**src/rtl/pds_ctrl.sv**
```systemverilog
// pds_ctrl: request/grant controller feeding the PDS interface.
// Sequence: programmable grant delay, optional maximum-hold timeout,
// post-grant cool-down, sticky fault lock-out cleared by software.
//
// Optional feature macro: PDS_CTRL_TIMEOUT_EN
//   defined     -> hold counter and maximum-hold timeout are built in
//   not defined -> GRANT lasts until req=0 or fault, timeout_sticky tied 0
//
// Ports:
//   clk            in   rising-edge clock
//   rst_n          in   asynchronous active-low reset
//   req            in   request, level
//   fault          in   fault indication, level
//   clr_fault      in   single-cycle clear of sticky flags
//   gnt            out  grant, registered
//   state          out  FSM state: IDLE=0 WAIT=1 GRANT=2 COOL=3 FAULT=4
//   fault_sticky   out  set on fault entry, cleared on fault exit
//   timeout_sticky out  set on hold timeout, cleared by clr_fault
//   gnt_cnt        out  saturating count of grants issued
module pds_ctrl #(
  parameter int unsigned GNT_DLY  = 2,
  parameter int unsigned COOL_CYC = 1,
  parameter int unsigned MAX_HOLD = 16,
  parameter int unsigned CNT_W    = 8
) (
  input  logic             clk,
  input  logic             rst_n,
  input  logic             req,
  input  logic             fault,
  input  logic             clr_fault,
  output logic             gnt,
  output logic [2:0]       state,
  output logic             fault_sticky,
  output logic             timeout_sticky,
  output logic [CNT_W-1:0] gnt_cnt
);

  localparam int unsigned DLY_W  = (GNT_DLY > 1) ? $clog2(GNT_DLY) : 1;
  localparam int unsigned COOL_W = (COOL_CYC > 1) ? $clog2(COOL_CYC) : 1;

  typedef enum logic [2:0] {
    ST_IDLE  = 3'd0,
    ST_WAIT  = 3'd1,
    ST_GRANT = 3'd2,
    ST_COOL  = 3'd3,
    ST_FAULT = 3'd4
  } state_e;

  // Elaboration-time parameter sanity check.
  if (MAX_HOLD == 0 || CNT_W == 0) begin : g_param_chk
    $error("pds_ctrl: MAX_HOLD and CNT_W must be at least 1");
  end

  state_e             state_q, state_d;
  logic [DLY_W-1:0]   dly_cnt_q, dly_cnt_d;
  logic [COOL_W-1:0]  cool_cnt_q, cool_cnt_d;
  logic [CNT_W-1:0]   gnt_cnt_q, gnt_cnt_d;
  logic               gnt_q, gnt_d;
  logic               fault_sticky_q, fault_sticky_d;
  logic               go_cool;
`ifdef PDS_CTRL_TIMEOUT_EN
  localparam int unsigned HOLD_W = (MAX_HOLD > 1) ? $clog2(MAX_HOLD) : 1;
  logic [HOLD_W-1:0]  hold_cnt_q, hold_cnt_d;
  logic               timeout_sticky_q, timeout_sticky_d;
  logic               timeout_hit;
`endif

  // Next-state, counter and flag logic; priority fault > release > timeout > expiry.
  always_comb begin
    state_d        = state_q;
    dly_cnt_d      = dly_cnt_q;
    cool_cnt_d     = cool_cnt_q;
    gnt_cnt_d      = gnt_cnt_q;
    fault_sticky_d = fault_sticky_q;
    go_cool        = 1'b0;
`ifdef PDS_CTRL_TIMEOUT_EN
    hold_cnt_d       = hold_cnt_q;
    timeout_sticky_d = timeout_sticky_q;
    timeout_hit      = 1'b0;
`endif

    if (fault) begin
      state_d        = ST_FAULT;
      fault_sticky_d = 1'b1;
    end else begin
      case (state_q)
        ST_IDLE: begin
          if (req) begin
            if (GNT_DLY == 0) begin
              state_d = ST_GRANT;
            end else begin
              state_d   = ST_WAIT;
              dly_cnt_d = DLY_W'(GNT_DLY - 1);
            end
          end
        end
        ST_WAIT: begin
          if (!req) begin
            state_d = ST_IDLE;
          end else if (dly_cnt_q == '0) begin
            state_d = ST_GRANT;
          end else begin
            dly_cnt_d = dly_cnt_q - DLY_W'(1);
          end
        end
        ST_GRANT: begin
          if (!req) begin
            go_cool = 1'b1;
`ifdef PDS_CTRL_TIMEOUT_EN
          end else if (hold_cnt_q == HOLD_W'(MAX_HOLD - 1)) begin
            go_cool     = 1'b1;
            timeout_hit = 1'b1;
          end else begin
            hold_cnt_d = hold_cnt_q + HOLD_W'(1);
`endif
          end
        end
        ST_COOL: begin
          // req is deliberately ignored while cooling down
          if (cool_cnt_q == '0) begin
            state_d = ST_IDLE;
          end else begin
            cool_cnt_d = cool_cnt_q - COOL_W'(1);
          end
        end
        ST_FAULT: begin
          if (clr_fault) begin
            go_cool        = 1'b1;
            fault_sticky_d = 1'b0;
          end
        end
        default: state_d = ST_IDLE;
      endcase
    end

    // A zero-length cool-down skips COOL and returns straight to IDLE.
    if (go_cool) begin
      if (COOL_CYC == 0) begin
        state_d = ST_IDLE;
      end else begin
        state_d    = ST_COOL;
        cool_cnt_d = COOL_W'(COOL_CYC - 1);
      end
    end

    if (state_d == ST_GRANT && state_q != ST_GRANT) begin
      if (gnt_cnt_q != '1) begin
        gnt_cnt_d = gnt_cnt_q + CNT_W'(1);
      end
`ifdef PDS_CTRL_TIMEOUT_EN
      hold_cnt_d = '0;
`endif
    end

`ifdef PDS_CTRL_TIMEOUT_EN
    // Set wins over a same-cycle clear.
    if (clr_fault) begin
      timeout_sticky_d = 1'b0;
    end
    if (timeout_hit) begin
      timeout_sticky_d = 1'b1;
    end
`endif

    gnt_d = (state_d == ST_GRANT);
  end

  // State and output registers.
  always_ff @(posedge clk or negedge rst_n) begin
    if (!rst_n) begin
      state_q        <= ST_IDLE;
      dly_cnt_q      <= '0;
      cool_cnt_q     <= '0;
      gnt_cnt_q      <= '0;
      gnt_q          <= 1'b0;
      fault_sticky_q <= 1'b0;
`ifdef PDS_CTRL_TIMEOUT_EN
      hold_cnt_q       <= '0;
      timeout_sticky_q <= 1'b0;
`endif
    end else begin
      state_q        <= state_d;
      dly_cnt_q      <= dly_cnt_d;
      cool_cnt_q     <= cool_cnt_d;
      gnt_cnt_q      <= gnt_cnt_d;
      gnt_q          <= gnt_d;
      fault_sticky_q <= fault_sticky_d;
`ifdef PDS_CTRL_TIMEOUT_EN
      hold_cnt_q       <= hold_cnt_d;
      timeout_sticky_q <= timeout_sticky_d;
`endif
    end
  end

  assign gnt          = gnt_q;
  assign state        = state_q;
  assign fault_sticky = fault_sticky_q;
  assign gnt_cnt      = gnt_cnt_q;
`ifdef PDS_CTRL_TIMEOUT_EN
  assign timeout_sticky = timeout_sticky_q;
`else
  assign timeout_sticky = 1'b0;
`endif

endmodule

```
**config.mk**
```make
export PLATFORM = sky130hd
export DESIGN_NAME = pds_ctrl
export DESIGN_NICKNAME = d
export VERILOG_FILES = /design/src/rtl/pds_ctrl.sv
export SDC_FILE = /design/constraint.sdc
export NUM_CORES = 1
export LEC_CHECK = 0
export BUFFER_PORTS_ARGS = -buffer_cell sky130_fd_sc_hd__buf_4
export CORE_UTILIZATION = 44
export DETAILED_ROUTE_END_ITERATION = 16
export PLACE_DENSITY = 0.79
export SLEW_MARGIN = 0
export SYNTH_ARGS = -nofsm -noshare
export SYNTH_HDL_FRONTEND = slang
export SYNTH_SLANG_ARGS = --single-unit
```
**constraint.sdc**
```tcl
create_clock -name clk -period 1.5 [get_ports clk]
set_input_delay 0.225 -clock clk [delete_from_list [all_inputs] [get_ports clk]]
set_output_delay 0.225 -clock clk [all_outputs]
set_load 0.01 [all_outputs]
```
Yosys cells after proc, flatten, opt, wreduce, memory -nomap -nowiden
Cells that the tools add are included.
{"block": "word_totals", "out_inout_bits": 14, "inputBits": 5, "word_cells": 53, "register_bits": 15}
{"block": "op_classes", "bitwise_logic": 1, "n_reduce_logical": 11, "add_sub_neg": 3, "n_eq_ne": 10, "n_mux": 22}
{"cell": "2-to-1 mux 3 bit", "count": 6}
{"cell": "2-to-1 mux 1 bit", "count": 13}
{"cell": "one-hot mux 3 bit (4 select lines)", "count": 1}
{"cell": "equality test 3 x 2 -> 1 bit (second input constant)", "count": 3}
{"cell": "adder 8 x 1 -> 8 bit (second input constant)", "count": 1}
{"cell": "!= test 8 bit (second input constant)", "count": 1}
{"cell": "nonzero test 2 bit", "count": 4}
{"cell": "AND reduction 2 bit", "count": 3}
{"cell": "!= test 2 bit (second input constant)", "count": 2}
{"cell": "one-hot mux 1 bit (2 select lines)", "count": 2}
{"cell": "AND reduction 4 bit", "count": 1}
{"cell": "equality test 3 x 1 -> 1 bit (second input constant)", "count": 1}
{"cell": "equality test 3 bit (second input constant)", "count": 1}
{"cell": "zero test 3 bit", "count": 1}
{"cell": "!= test 3 x 2 -> 1 bit (second input constant)", "count": 1}
{"cell": "!= test 2 x 1 -> 1 bit (second input constant)", "count": 1}
{"cell": "OR reduction 2 bit", "count": 1}
{"cell": "subtractor 1 bit (second input constant)", "count": 2}
{"cell": "logical AND 1 bit", "count": 1}
{"cell": "NOT 1 bit", "count": 1}

Logic depth before layout (Yosys ltp)
Gate-level depths: netlist of the first run.
{"block": "depth", "ltp_word": 8, "depth_mapped": 5, "ltp_nobuf": 5}

Least setup slack after synthesis of the first run
OpenSTA, ideal clock, no wires.
{"block": "synth_timing", "path_kind": "reg-to-reg", "from": "register gnt_cnt_q[0] (netlist: gnt_cnt[0])", "to": "register gnt_cnt_q[1] (netlist: gnt_cnt[1])", "slack_ps": -44, "setup_ps": 127, "t_arrival_ps": 1416, "path_buffers": 0, "period_less_slack_ps": 1544, "path_stages_with_launch": 6, "t_required_ps": 1373, "cell_sequence": "dfrtp_1 > ha_1 > and4_1 > nand2_1 > o21a_1 > mux2_1"}
{"block": "synth_via", "elab_chain_len": 2, "word_cells_on_any_way": 3, "cone_classes": "add/sub (1); eq/ne (1); reduce/logical (1)"}
{"item": "from (decl)", "line": "57", "source": "logic [CNT_W-1:0] gnt_cnt_q, gnt_cnt_d;"}
{"item": "from (signal assigned)", "line": "185", "source": "gnt_cnt_q <= gnt_cnt_d;"}
{"item": "parallel branches: the longest is 2 deep, another holds adder 8 x 1 -> 8 bit"}
Several ways; the timed one is not identified.
A chain may end at the register's enable or synchronous reset.

Final worst setup path of the first run
{"block": "layout_timing", "from": "register dly_cnt_q", "to": "register gnt_cnt_q[3] (netlist: gnt_cnt[3])"}
{"block": "layout_via", "elab_chain_len": 8}
{"item": "from (decl)", "line": "55", "source": "logic [DLY_W-1:0] dly_cnt_q, dly_cnt_d;"}
{"item": "from (signal assigned)", "line": "183", "source": "dly_cnt_q <= dly_cnt_d;"}
{"item": "2-to-1 mux 3 bit", "line": "100", "source": "end else if (dly_cnt_q == '0) begin"}
{"item": "2-to-1 mux 3 bit", "line": "98", "source": "if (!req) begin"}
{"item": "one-hot mux 3 bit (4 select lines)", "line": "86", "source": "case (state_q)"}
{"item": "2-to-1 mux 3 bit", "line": "82", "source": "if (fault) begin"}
{"item": "2-to-1 mux 3 bit", "line": "137", "source": "if (go_cool) begin"}
{"item": "equality test 3 x 2 -> 1 bit", "line": "146", "source": "if (state_d == ST_GRANT && state_q != ST_GRANT) begin"}
{"item": "logical AND 1 bit", "line": "146"}
{"item": "AND reduction 2 bit (no line)"}
No other way between the ends.

==> results of run 1 <==
-- report_power, final --
group	switching (mW)	total (mW)	internal, mW	leakage [nW]
Sequential	0.0239	0.443	0.419	0.183
Clock	0.107	0.199	0.0926	0.0138
Combinational	0.122	0.277	0.155	0.337
Total	0.252	0.919	0.666	0.535
-- worst max-delay path, stage by stage (launching register included) --
cell and delay [ns]:
dfrtp_1 0.38, and4bb_4 0.36, and2_4 0.16, nor3b_4 0.18, mux2_4 0.31
-- sequential cells by signal (all words and copies together) (netlist names) --
| signal | count |
|---|---|
| gnt | 1 |
| dly_cnt_q | 1 |
| gnt_cnt | 8 |
| state | 3 |
| fault_sticky | 1 |
-- cells by family after synthesis --
family | count (synthesis)
mux | 4
buf+inv | 3
simple gates | 30
xor+xnor | 3
compound gates | 9
fa+ha+maj | 1
flops | 14
other cells | 1
-- layer usage --
metal | track usage (%) | vias up | routed length, um
met1 | 22.35 | 295 | 585
met2 | 32.00 | 14 | 812
met3 | 2.586 | 2 | 53
met5 | 0 | - | 0
met4 | 5.625 | 0 | 4
li1 | - | 288 | -
-- layout make-up --
class,count,share of cell area [%]
sequential,14,34.65
clock buffer,3,2.228
timing repair buffer,30,22.52
multi-input combinational,48,37.87
inverter,2,0.7426
tap,16,1.980
-- Yosys cell counts --
master     n
dfrtp_1   14
nand2_1    8
mux2_1     3
nor2_1     3
nor2b_1    3
o21ai_0    3
xor2_1     3
a31oi_1    2
inv_1      2
nand3b_1   2
nor3_2     2
a21o_1     1
a21oi_1    1
a22oi_1    1
and2_4     1
and2b_1    1
and4_1     1
and4bb_4   1
buf_4      1
conb_1     1
ha_1       1
mux2_2     1
nand2b_1   1
nand3_1    1
nand4_4    1
nor3_1     1
nor3b_1    1
nor3b_2    1
o21a_1     1
or2_2      1
or3_1      1
-- per-stage QoR --
stage          setup slack (ns)  total power, mW  cell area (um2)  setup TNS (ns)
3_3_place_gp            0.03352           0.7010            917.1               0
6_report               0.004167           0.9187             1011               0
3_5_place_dp          -0.001575           0.7124            917.1       -0.001575
4_1_cts               -0.007951           0.9172            957.2       -0.007951
2_1_floorplan          -0.03293           0.5594            716.9        -0.04687
5_1_grt                -0.05350           0.9822             1011         -0.1224
-- repair_timing --
item / 4_1_cts / 5_1_grt
setup buffers: 1 / 3
hold endpoints to repair: 14 / 0
setup endpoints to repair: 1 / 6
hold buffers: 1 / 0
gates resized for setup: 0 / 8
pin swaps: 1 / 3
-- path summary, 6_finish.rpt --
path | endpoint | depth (start not counted) | slack (ns)
setup / recovery | gnt_cnt[3]$_DFFE_PN0P_ | 4 | 0.004
hold reg to reg | fault_sticky$_DFFE_PN0P_ | 1 | 0.50
hold / removal | fault_sticky$_DFFE_PN0P_ | 2 | 0.16
min in group asynchronous | gnt_cnt[2]$_DFFE_PN0P_ | 2 | 0.34
max in group asynchronous | gnt_cnt[4]$_DFFE_PN0P_ | 2 | 1.00
setup reg to reg | gnt_cnt[3]$_DFFE_PN0P_ | 4 | 0.004
==> results.toml, run 1 <==
[status]
status = "complete, no violations"

[synthesis]
synth_top_family_by_area = "simple AND/OR/NAND/NOR gates"
synth_nets = 71
yosysWarnings = 0
ys_seq_elements = 14
ys_top_cells_by_area = "dfrtp_1 49%, mux2_1 4.7%, nand2_1 4.2%"
muxShareOfSynthArea_pct = 6.305
syn_area_um2 = 714.4
avgSynthCellArea_um2 = 10.99
synth_compound_area_share_pct = 7.706
synth.largest_area_cell = "dfrtp_1"
synth_cell_type_count = 31
synth_xor_area_share_pct = 3.678
syn_inst = 65
yosys.area_share.simple_pct = 28.90
netlist.area_leader.share_pct = 49.04
synthAdderAreaFrac_pct = 1.751
yosysSeqAreaShare_pct = 49.04

[finish]
nets = 105
post-route-util_pct = 67.11
layout_commonest_cell = "buf_4"
multi_input_area_um2 = 382.9
final_cell_mix = "29 x buf_4, 14 x dfrtp_1, 8 x nand2_1"
final_cells = 113
area_delta_synth_final_pct = 41.51
drive_gt1_share_pct = 48.45
antenna_cells = 0
seq_area_um2 = 350.3
fill_cells = 129

[placed_design]
gp_congestion = 0.8372
io_buffers = 17
place_inst = 105
post-dp-hpwl_um = 1075

[clock_tree]
clk_pin_slew_ns = 0.08
clockRootBuffer = "clkbuf_4"
cts_made_buffers = 3
cts_tree = "yes"
insertion_delay_ns = 0.26
numClockSinks = 14
clk_path_buf_depth = 2
htreeDepth = 1

[die]
io_pins = 19
core-area_um2 = 1506
die_y_um = 42.30
rows = 14
die_area_um2 = 1789
start_util_pct = 47.43
die_x_um = 42.30

[grt]
grt_pass1_wl_um = 2463
antenna_found_initial = 0
grt_usage_pct = 18.01
grt_max_degree = 15
grt_pass1_vias = 611
grt_overflow = 0

[drt]
first_pass_iters = 4
drc = 0
wl_um = 1455
drtAntennaViolNets = 0
viasPerCell = 5.301
avgRoutedWirePerCell_um = 12.88
vias = 599
drt_iter0_markers = 3

[worst_hold_path]
min_path_type = "in2reg"
min_from = "fault"

[timing]
drv_slew = 0
whs_ns = 0.1629
rsz0062_at_grt = "true"
max_freq_ghz = 0.6685
fin_crit_sh_pct = 99.72
setup_viol = 0
min_period_ns = 1.496
skew_ns = 0.002751
final_hold_viol_count = 0

[setup_path]
setup.worst_path.end_class = "flip-flop"
arrival_ns = 1.65
worstReg2RegStart = "dly_cnt_q$_DFFE_PN0P_"
crit_fanout = 3
cp_data_required_time_ns = 1.66
start_kind = "flip-flop"
crit_start = "dly_cnt_q$_DFFE_PN0P_"
crit_type = "reg2reg"

[power]
power_per_cell_area_nw_per_um2 = 908.7
power.leakage_nw = 0.5345
ir_drop_mv = 0.4678

[job]
cap_violations = 0
Note: power is estimated with default switching activity, not from simulation.
==> run 2, diff against run 1 <==
- SETUP_SLACK_MARGIN: default -> 0.2
==> run 2 against run 1 <==
Utilization rose by 5.2 points. Power rose by 7.4%. Highest routed layer is now met3. First-iteration DRC count grew 130%. Largest cell class unchanged. Critical path depth stayed put. Routed wire length rose by 5.4%.
==> results.toml, run 2 (synthesis results as in run 1) <==
[drt]
vias = 624
drt_iter0_markers = 7
first_pass_iters = 2
viasPerCell = 5.333
drc = 0
drtAntennaViolNets = 0
avgRoutedWirePerCell_um = 13.11
wl_um = 1534

[setup_path]
crit_type = "reg2reg"
cp_slowest_cell = "dfrtp_1"
setup.worst_path.end_class = "flip-flop"
r2r_end = "gnt_cnt[3]$_DFFE_PN0P_"
worstReg2RegStart = "dly_cnt_q$_DFFE_PN0P_"
worstSetupEndpoint = "gnt_cnt[3]$_DFFE_PN0P_"
cp_data_required_time_ns = 1.65
critPathTopFamily = "simple AND/OR/NAND/NOR gates"
ff2ff_path_depth = 4
cp_num_buf_inv = 0
cp.depth = 4
rrSetupSlack_ns = 0.0009
arrival_ns = 1.65
crit_start = "dly_cnt_q$_DFFE_PN0P_"
crit_fanout = 3
start_kind = "flip-flop"
crit_chain = "and4bb_4, and2_4, nor3b_2, mux2_4"
slowest_delay_ns = 0.38

[finish]
antenna_cells = 0
layout_commonest_cell = "buf_4"
multi_input_area_um2 = 409.1
final_cell_mix = "27 x buf_4, 14 x dfrtp_1, 7 x nand2_1, 6 x buf_6"
design_area_um2 = 1090
nets = 109
fill_cells = 122
area_delta_synth_final_pct = 52.54
drive_gt1_share_pct = 55.45
largest_reg_flops = 8
seq_area_um2 = 350.3
post-route-util_pct = 72.34

[job]
cap_violations = 0

[placed_design]
dp_slack_ns = -0.007594
post-dp-hpwl_um = 1082
placed_cell_area_um2 = 922.1
gp_congestion = 0.8202
io_buffers = 17

[clock_tree]
htreeDepth = 1
numClockSinks = 14
clockRootBuffer = "clkbuf_4"
cts_tree = "yes"
clk_path_buf_depth = 2
insertion_delay_ns = 0.27
clk_pin_slew_ns = 0.08
cts_made_buffers = 3

[die]
core-area_um2 = 1506
start_util_pct = 47.43
rows = 14
io_pins = 19
die_y_um = 42.30
die_x_um = 42.30
die_area_um2 = 1789

[timing]
min_period_ns = 1.499
fin_crit_sh_pct = 99.94
max_freq_ghz = 0.6671
skew_ns = 0.009000
final_hold_viol_count = 0
drv_slew = 0
rsz0062_at_grt = "true"
final.setup.worst_slack_ns = 0.0009456
setup_viol = 0

[grt]
grt_pass1_wl_um = 2484
grt_overflow = 0
grt_max_degree = 15
grt_usage_pct = 18.30
grt_pass1_vias = 571
antenna_found_initial = 0

[power]
ir_drop_mv = 0.7246
power_per_cell_area_nw_per_um2 = 905.4
power.leakage_nw = 0.5573

[status]
status = "complete, no violations"

[worst_hold_path]
min_from = "fault"
min_path_type = "in2reg"
==> run 2: changes by cell type in the layout (fill, tap and decap cells not counted), sizes merged <==
cell,before,now
buf,29,33
==> run 2: area by class of cell <==
type	count	share of cell area (%)
Multi-Input combinational cell	48	37.54
Sequential cell	14	32.15
Inverter	2	0.6889
Tap cell	16	1.837
Clock buffer	3	2.067
Timing Repair Buffer	34	25.72
==> run 2: layer usage <==
layer	wire length [um]	global-route usage, %	part of all wire (%)
met3	76	2.586	5.0
met4	0	5.625	0
met1	664	25.49	43
met2	792	29.54	52
met5	0	0	0
==> run 2: worst reg2reg max path, delay by kind of cell (launching register included) <==
kind | cells | cell delay (ns)
flops | 1 | 0.38
mux | 1 | 0.31
simple gates | 3 | 0.69
==> run 2: worst min path at each step <==
stage | endpoint | slack (ns) | cells after the start
final | fault_sticky$_DFFE_PN0P_ | 0.17 | 2
after global routing | fault_sticky$_DFFE_PN0P_ | 0.16 | 2
after CTS | fault_sticky$_DFFE_PN0P_ | 0.15 | 2
after detailed placement | gnt_cnt[0]$_DFFE_PN0P_ | 0.08 | 1
after global placement | gnt_cnt[0]$_DFFE_PN0P_ | 0.08 | 1
after floorplan | dly_cnt_q$_DFFE_PN0P_ | -0.07 | 0
==> run 2: power breakdown <==
group	internal (mW)	switching (mW)
Combinational	0.199	0.139
Clock	0.0928	0.111
Sequential	0.419	0.0261
Total	0.710	0.276
==> run 2: timing repair <==
action,in CTS,in global routing
pin swaps,5,6
setup buffers,6,2
resized for setup,7,15
endpoints found under the hold margin,14,0
setup endpoints to repair,10,13
cloned,0,0
hold buffers,1,0
==> run 2: stage by stage <==
step                      cells  hold slack [ns]  setup TNS, ns  total power, mW
after global routing        117           0.1643       -0.05958            1.042
after detailed placement    105          0.08443      -0.007594           0.7202
after floorplan              65         -0.07059       -0.04688           0.5599
final                       117           0.1724              0           0.9867
after CTS                   115           0.1498      -0.001010           0.9491
after global placement      105          0.08180              0           0.7013
